**config.mk**
```make
export PLATFORM = sky130hd
export DESIGN_NAME = halt_dump_unit
export DESIGN_NICKNAME = d
export VERILOG_FILES = /design/src/rtl/halt_dump_unit_pkg.sv /design/src/rtl/run_cycle_counter.sv /design/src/rtl/halt_dump_unit.sv
export SDC_FILE = /design/constraint.sdc
export NUM_CORES = 1
export LEC_CHECK = 0
export CAP_MARGIN = 0
export CORE_ASPECT_RATIO = 1.1
export CORE_UTILIZATION = 38
export CTS_BUF_LIST = sky130_fd_sc_hd__clkbuf_2 sky130_fd_sc_hd__clkbuf_4 sky130_fd_sc_hd__clkbuf_8
export CTS_CLUSTER_DIAMETER = 120
export DETAILED_ROUTE_END_ITERATION = 16
export GPL_TIMING_DRIVEN = 0
export MAX_ROUTING_LAYER = met4
export PLACE_DENSITY = 0.78
export SKIP_CTS_REPAIR_TIMING = 1
export SYNTH_ARGS = -nofsm -noshare
export SYNTH_HDL_FRONTEND = slang
export SYNTH_SLANG_ARGS = --single-unit
```
**constraint.sdc**
```tcl
create_clock -name CLOCK -period 2.7 [get_ports CLOCK]
set_input_delay 0.54 -clock CLOCK [delete_from_list [all_inputs] [get_ports CLOCK]]
set_output_delay 0.54 -clock CLOCK [all_outputs]
set_load 0.1 [all_outputs]
```
**src/rtl/halt_dump_unit_pkg.sv**
```systemverilog
// Shared CPU definitions: halt encoding, dump sequencer states, data-memory depth.
package halt_dump_unit_pkg;

    localparam logic [31:0] CPU_HALT_WORD     = 32'hFFFF_FFFF;
    localparam int unsigned DEFAULT_MEM_WORDS = 512;

    typedef enum logic [2:0] {
        RUN,
        SETTLE,
        READ,
        WAIT,
        PRESENT,
        DONE
    } dumpState_e;

endpackage

```
**src/rtl/run_cycle_counter.sv**
```systemverilog
// Saturating 32-bit cycle counter with enable and asynchronous reset.
module run_cycle_counter (
    input  logic        CLOCK,
    input  logic        RESET,
    input  logic        enable,
    output logic [31:0] count
);

    always_ff @(posedge CLOCK or posedge RESET) begin
        if (RESET) begin
            count <= '0;
        end else if (enable && (count != '1)) begin
            count <= count + 32'd1;
        end
    end

endmodule

```
**src/rtl/halt_dump_unit.sv**
```systemverilog
// Halt detector and data-memory dump sequencer: freezes the pipeline on the
// halt word, waits a settle period, then streams memory out over valid/ready.
module halt_dump_unit
    import halt_dump_unit_pkg::*;
#(
    parameter int unsigned MEM_WORDS     = DEFAULT_MEM_WORDS,
    parameter int unsigned SETTLE_CYCLES = 2,
    parameter logic [31:0] HALT_WORD     = CPU_HALT_WORD
) (
    input  logic        CLOCK,
    input  logic        RESET,
    input  logic [31:0] instrW,
    output logic        cpuHalt,
    output logic        dumpRdEn,
    output logic [31:0] dumpAddr,
    input  logic [31:0] dumpData,
    output logic        outValid,
    input  logic        outReady,
    output logic [31:0] outAddr,
    output logic [31:0] outData,
    output logic [31:0] cycleCount,
    output logic        done
);

    localparam int unsigned IDX_W = (MEM_WORDS > 1) ? $clog2(MEM_WORDS) : 1;
    localparam int unsigned CNT_W = (SETTLE_CYCLES > 1) ? $clog2(SETTLE_CYCLES) : 1;

    dumpState_e state;
    dumpState_e stateNext;

    logic [IDX_W-1:0] index;
    logic [CNT_W-1:0] settleCnt;
    logic             haltHit;
    logic             lastIndex;
    logic [31:0]      indexByteAddr;

    // Written as an if so an X/Z instruction resolves to "no halt".
    always_comb begin
        haltHit = 1'b0;
        if (instrW == HALT_WORD) begin
            haltHit = 1'b1;
        end
    end

    assign lastIndex     = (index == IDX_W'(MEM_WORDS - 1));
    assign indexByteAddr = 32'({index, 2'b00});

    run_cycle_counter uCycleCounter (
        .CLOCK  (CLOCK),
        .RESET  (RESET),
        .enable ((state == RUN) && !haltHit),
        .count  (cycleCount)
    );

    always_ff @(posedge CLOCK or posedge RESET) begin
        if (RESET) begin
            state <= RUN;
        end else begin
            state <= stateNext;
        end
    end

    always_comb begin
        stateNext = state;
        case (state)
            RUN:     if (haltHit) stateNext = SETTLE;
            SETTLE:  if (settleCnt == '0) stateNext = READ;
            READ:    stateNext = WAIT;
            WAIT:    stateNext = PRESENT;
            PRESENT: begin
                if (outReady) begin
                    stateNext = lastIndex ? DONE : READ;
                end
            end
            DONE:    stateNext = DONE;
            default: stateNext = RUN;
        endcase
    end

    always_comb begin
        cpuHalt  = (state != RUN);
        dumpRdEn = 1'b0;
        dumpAddr = '0;
        outValid = 1'b0;
        done     = 1'b0;
        case (state)
            READ: begin
                dumpRdEn = 1'b1;
                dumpAddr = indexByteAddr;
            end
            PRESENT: outValid = 1'b1;
            DONE:    done     = 1'b1;
            default: ;
        endcase
    end

    always_ff @(posedge CLOCK or posedge RESET) begin
        if (RESET) begin
            index     <= '0;
            settleCnt <= '0;
            outAddr   <= '0;
            outData   <= '0;
        end else begin
            case (state)
                RUN: begin
                    if (haltHit) settleCnt <= CNT_W'(SETTLE_CYCLES - 1);
                end
                SETTLE: begin
                    if (settleCnt != '0) settleCnt <= settleCnt - 1'b1;
                    else                 index     <= '0;
                end
                WAIT: begin
                    outData <= dumpData;
                    outAddr <= indexByteAddr;
                end
                PRESENT: begin
                    if (outReady && !lastIndex) index <= index + 1'b1;
                end
                default: ;
            endcase
        end
    end

endmodule
```
==> results.toml <==
[outcome]
status = "completed"

[finish]
register_area_um2 = 2150
multi_input_area_um2 = 1820
layout.nets = 645
final_util = 0.594
fillers = 874
area_growth_pct = 49.9
diodes = 0
layout-drive-gt1-share = 0.240

[timing]
setup_violations = 0
report.final.slew_viol_count = 0
hold_violations = 0
relSlewSlack = 0.325
finalCriticalPeriod_ns = 2.55
rsz0062_at_grt = "false"
fin_ws_ns = 0.151
fin_setup_tns_ns = 0
max_freq_mhz = 392
finalClockSkew_ns = 0.00827
holdWs_ns = 0.492
worst_pin_slew_ns = 1.01
post-route-period-util = 0.944

[logic_synthesis]
syn_inst = 365
ys_seq_area_frac = 0.513
synth.ff_latch_count = 86
synth_top_cell_by_area = "dfrtp_1"
yosysWarningCount = 0
yosys-top-cells-area = "dfrtp_1, mux2_2, buf_4"
synth_edf_count = 0
synth.distinct_cells = 41
synth-main-ff-cell = "dfrtp_1"
avgSynthCellArea_um2 = 11.5
synth_common_cells = "dfrtp_1, buf_4, mux2_2"
synthArstFlopShare = 1.00
synth_most_common_cell = "dfrtp_1"
yosys.area.top_type_share = 0.513
netlist_area_um2 = 4200

[grt]
grt_max_degree = 37
grt_pass1_wl_mm = 15.4
grt-ovfl-total = 0
grt_pass1_vias = 3216
antenna_found_initial = 0
grt.total_usage = 0.179

[setup_path]
startpoint_type = "flip-flop"
cp_slowest_cell = "clkdlybuf4s50_1"
required_ns = 2.16
cp_cell_sequence = "clkdlybuf4s50_1"
endpoint_kind = "output pin"
path_buf_inv = 1
crit_path_max_fanout = 5
cp_top_family = "buffers and inverters"
path_class = "reg2out"
slowest_delay_ns = 1.18
crit_arrival_ns = 2.01

[placement]
preCtsSetupSlack_ns = -0.251
place_hpwl_mm = 7.46
io_buffers = 152
gp_congestion = 0.822

[cts]
cts_made_buffers = 9
cts.clk_slew.worst_paths_ns = 0.09
cts_tree = "done"
clockRootBuffer = "clkbuf_8"
insertion_delay_ns = 0.36
clock_sinks = 86
htree_levels = 3
cts_max_path_buffers = 2

[drt]
ant_nets = 0
drt-wirelength-per-cell_um = 13.3
num_vias = 3292
drcViolationCount = 0
dr.pass1.iters = 4
drt_iter0_markers = 95
vias_per_cell = 4.55
wl_mm = 9.63

[floorplan]
coreArea_um2 = 10600
rows = 39
start_util = 0.396
die_w_um = 102
dieArea_um2 = 11500
io_pins = 199
die_y_um = 112

[worst_hold_path]
hold_path_class = "reg2reg"

[run]
max-cap-violations = 0

[power_and_ir_drop]
total_power_w = 0.00752
p_per_area_nw_per_um2 = 1190
p_leak_nw = 2.80
ir_worst_vdd_v = 0.00117
[state kept, by name, indices dropped and copies added (netlist names)]
name                 flops
index                    9
outAddr                  9
outData                 32
settleCnt                1
state                    3
uCycleCounter.count     32
[power breakdown]
part	total, W	internal [W]	leakage [nW]	switching [W]
combinational	0.00471	0.00117	1.60	0.00354
clock	0.000928	0.000439	0.105	0.000489
sequential	0.00188	0.00165	1.10	0.000230
[area by class of cell]
class | count | share of cell area
timing repair buffer | 154 | 0.243
inverter | 3 | 0.00239
multi-input combinational | 264 | 0.289
sequential | 86 | 0.342
buffer | 57 | 0.0638
clock buffer | 9 | 0.0197
tap | 143 | 0.0284
clock inverter | 7 | 0.0125
[placed cells by master (no fill, tap or decap), drive strengths merged, types with 2 or more instances in the layout]
cell type      instances
a21o                   2
a21oi                  5
and2                  11
and3                   8
and4                   6
buf                   55
clkbuf                25
clkdlybuf4s50        139
clkinv                 3
conb                  46
dfrtp                 86
ha                     3
inv                    5
mux2                  42
nand2                 21
nand2b                 3
nand3                 16
nand3b                 2
nand4                 20
nor2                  12
nor2b                  4
nor3                   4
nor4                   5
nor4b                  2
o21ai                 11
or3                    2
xnor2                 27
xor2                   6
[worst paths after layout]
kind	endpoint	from	cells past startpoint	slack, ns
max reg2reg	index[7]$_DFFE_PP0P_	index[0]$_DFFE_PP0P_	11	0.23
min in group asynchronous	outData[19]$_DFFE_PP0N_	RESET	2	0.57
min	uCycleCounter.count[30]$_DFFE_PP0P_	uCycleCounter.count[30]$_DFFE_PP0P_	1	0.49
max in group asynchronous	outAddr[2]$_DFFE_PP0N_	RESET	4	1.36
min reg2reg	uCycleCounter.count[30]$_DFFE_PP0P_	uCycleCounter.count[30]$_DFFE_PP0P_	1	0.49
max	cycleCount[15]	uCycleCounter.count[15]$_DFFE_PP0P_	1	0.15
[routing by layer]
layer  track usage  routed length, µm  share of wire  up-vias
li1              -                  -              -     1600
met1         0.204               3860           0.40     1556
met2         0.299               4980           0.52      114
met3        0.0417                530          0.055       22
met4        0.0733                250          0.026        0
met5             -                  0              0        -
[cell families after synthesis]
logic type,share of synthesized area
buf+inv,0.0981
mux,0.113
other cells,0.000893
simple gates,0.166
fa+ha+maj,0.00894
xor+xnor,0.0689
compound gates,0.0316
flops,0.513
[per-stage QoR]
| step | instances | area [µm²] |
|---|---|---|
| global route | 723 | 6290 |
| global placement | 705 | 6080 |
| finish | 723 | 6290 |
| CTS | 723 | 6320 |
| floorplan | 410 | 4380 |
| detailed placement | 707 | 6120 |
Power figures use the tool's default switching activity.
==> RTL edit: new RTL, same flow settings <==
Reset style: synchronous (`RESET`), changed in 3 clocked blocks. Comments in the files are not updated.
--- a/src/rtl/run_cycle_counter.sv
+++ b/src/rtl/run_cycle_counter.sv
@@ -6,7 +6,7 @@
     output logic [31:0] count
 );
 
-    always_ff @(posedge CLOCK or posedge RESET) begin
+    always_ff @(posedge CLOCK) begin
         if (RESET) begin
             count <= '0;
         end else if (enable && (count != '1)) begin
--- a/src/rtl/halt_dump_unit.sv
+++ b/src/rtl/halt_dump_unit.sv
@@ -52,7 +52,7 @@
         .count  (cycleCount)
     );
 
-    always_ff @(posedge CLOCK or posedge RESET) begin
+    always_ff @(posedge CLOCK) begin
         if (RESET) begin
             state <= RUN;
         end else begin
@@ -94,7 +94,7 @@
         endcase
     end
 
-    always_ff @(posedge CLOCK or posedge RESET) begin
+    always_ff @(posedge CLOCK) begin
         if (RESET) begin
             index     <= '0;
             settleCnt <= '0;
Check against the original RTL: differs if RESET is asserted again (counterexample within 4 cycles, from zero or initial values and one cycle with RESET high); with RESET held inactive, the same outputs for 10 cycles.
==> RTL edit against the unedited design <==
- cell area up 3.8%
- synthesized cell count rose by 47%
- global-route usage grew 3.1 points
- setup slack got worse by 0.037 ns
- sequential cell count stayed put
- routed wire length grew 29%
- area after synthesis rose by 4.4%
- critical path type is now input pin to register
Power is not compared: it rests on default switching activity, and its combinational part moved more than twofold at a synthesized area within 25%.
==> RTL edit: results (changes against the unedited design) <==
stage,metric,value,unit,change
outcome,status,"finished, final reports clean",,
min_path,worst min path class,register to register,,
timing,Final Skew,0.0115,ns,+0.00319 ns
route,Starting DRT DRC Count,157,,+65%
clock_network,later-pin clock latency in the skew report,0.35,ns,
clock_network,clock-pin slew on the worst setup and hold paths,0.08,ns,
synthesis,"top cells by area, synth","dfxtp_1 39%, buf_4 8.6%, a21oi_1 8.3%, nand2_1 8.0%, nand4_1 2.9%",,
final_layout,NumNets Final,817,,+27%
global_route,first-pass GRT wire length,19900,um,+29%
synthesis,Async SR Flop Fraction,0,%,-100 points
final_layout,biggest registers after layout,"outData (32), uCycleCounter.count (32)",,
clock_network,clock buffer depth,2,,unchanged
pwr,Lkg Pwr,2.49,nW,
placed_design,PortBufs,151,,-0.66%
synthesis,synthesized cell area,4380,um^2,+4.4%
global_route,vias in the first global route,4206,,+31%
global_route,GR Util All Layers,21.0,%,+3.1 points
route,DR vias,4453,,+35%
placed_design,routability cong.,0.877,,+6.7%
setup_path,maximum fanout along the worst path,10,,+5
route,final WL,12400,um,+29%
placed_design,Detail Placement HPWL,9430,um,+26%
synthesis,top post-synthesis cells by count,"93 x nand2_1, 86 x dfxtp_1, 73 x a21oi_1",,
synthesis,sequential share of the synthesized area,39.3,%,-12 points
placed_design,placed inst area,6280,um^2,+2.5%
global_route,largest net degree at the start of global routing,15,,-59%
timing,Tightest Pin Transition,1.01,ns,-0.00228 ns
final_layout,layout cell share with drive strength beyond 1,16.4,%,-7.6 points
synthesis,Yosys cell types,53,,+29%
RTL edit: cell count changes after synthesis, sizes merged, moves of 16 or more:
cell	change
mux2	-40
xnor2	-26
or4	+16
nand2	+72
dfrtp	-86
a21oi	+69
clkbuf	+19
dfxtp	+86
RTL edit: routing by layer:
layer,track usage (%),wire [um]
met3,4.27,802
met5,-,0
met2,36.5,6310
met4,7.90,203
met1,23.8,5090
RTL edit: final cells by class:
| class | instances | area [um^2] |
|---|---|---|
| inverter | 5 | 18.8 |
| multi-input combinational | 410 | 2320 |
| timing repair buffer | 154 | 1510 |
| sequential | 86 | 1730 |
| clock buffer | 10 | 131 |
| buffer | 81 | 520 |
| tap | 147 | 184 |
| clock inverter | 6 | 110 |
| fill | 984 | 4530 |
RTL edit: logic make-up (layout without fill, tap and decap cells):
kind of cell               after synthesis  count (layout)  synth area share, %
AOI/OAI and AO/OA                      125             125                 16.7
xor gates and xnor gates                 7               7                 1.40
adders and majority gates                3               3                0.857
buffers and inverters                   86             256                 12.3
DFF                                     86              86                 39.3
muxes                                    4               4                 1.14
other                                    1              46               0.0856
and+or+nand+nor                        225             225                 28.3
RTL edit: stage by stage:
stage	setup WS [ns]	instances	hold slack, ns	power (W)
after floorplan	-0.237	582	0.457	0.00205
after global placement	-0.181	880	0.442	0.00226
after detailed placement	-0.247	880	0.449	0.00227
after CTS	-0.638	896	0.460	0.00335
after global routing	0.00766	899	0.477	0.00347
final	0.114	899	0.458	0.00335
RTL edit: worst max-delay path, cell delays in order:
cell,delay (ns)
clkdlybuf4s50_1,0.49
nand4_1,0.10
or4_1,0.66
o21ai_1,0.28
clkbuf_1,0.45
or4_2,0.21
a21oi_1,0.06
RTL edit: final timing paths:
check | from | endpoint | slack, ns | depth (start not counted)
worst max-delay path | instrW[15] | uCycleCounter.count[13]$_SDFFE_PP0P_ | 0.11 | 7
worst min-delay path | outData[28]$_SDFFE_PP0N_ | outData[28]$_SDFFE_PP0N_ | 0.46 | 2
worst max register to register | index[3]$_SDFFE_PP0P_ | index[3]$_SDFFE_PP0P_ | 0.16 | 10
worst min register to register | outData[28]$_SDFFE_PP0N_ | outData[28]$_SDFFE_PP0N_ | 0.46 | 2
RTL edit: report_power, final:
part / leakage [nW] / internal, W / switching [W] / total, W
Combinational: 1.67 / 0.000260 / 0.000680 / 0.000940
Clock: 0.116 / 0.000624 / 0.000463 / 0.00109
Sequential: 0.695 / 0.00130 / 0.0000286 / 0.00132
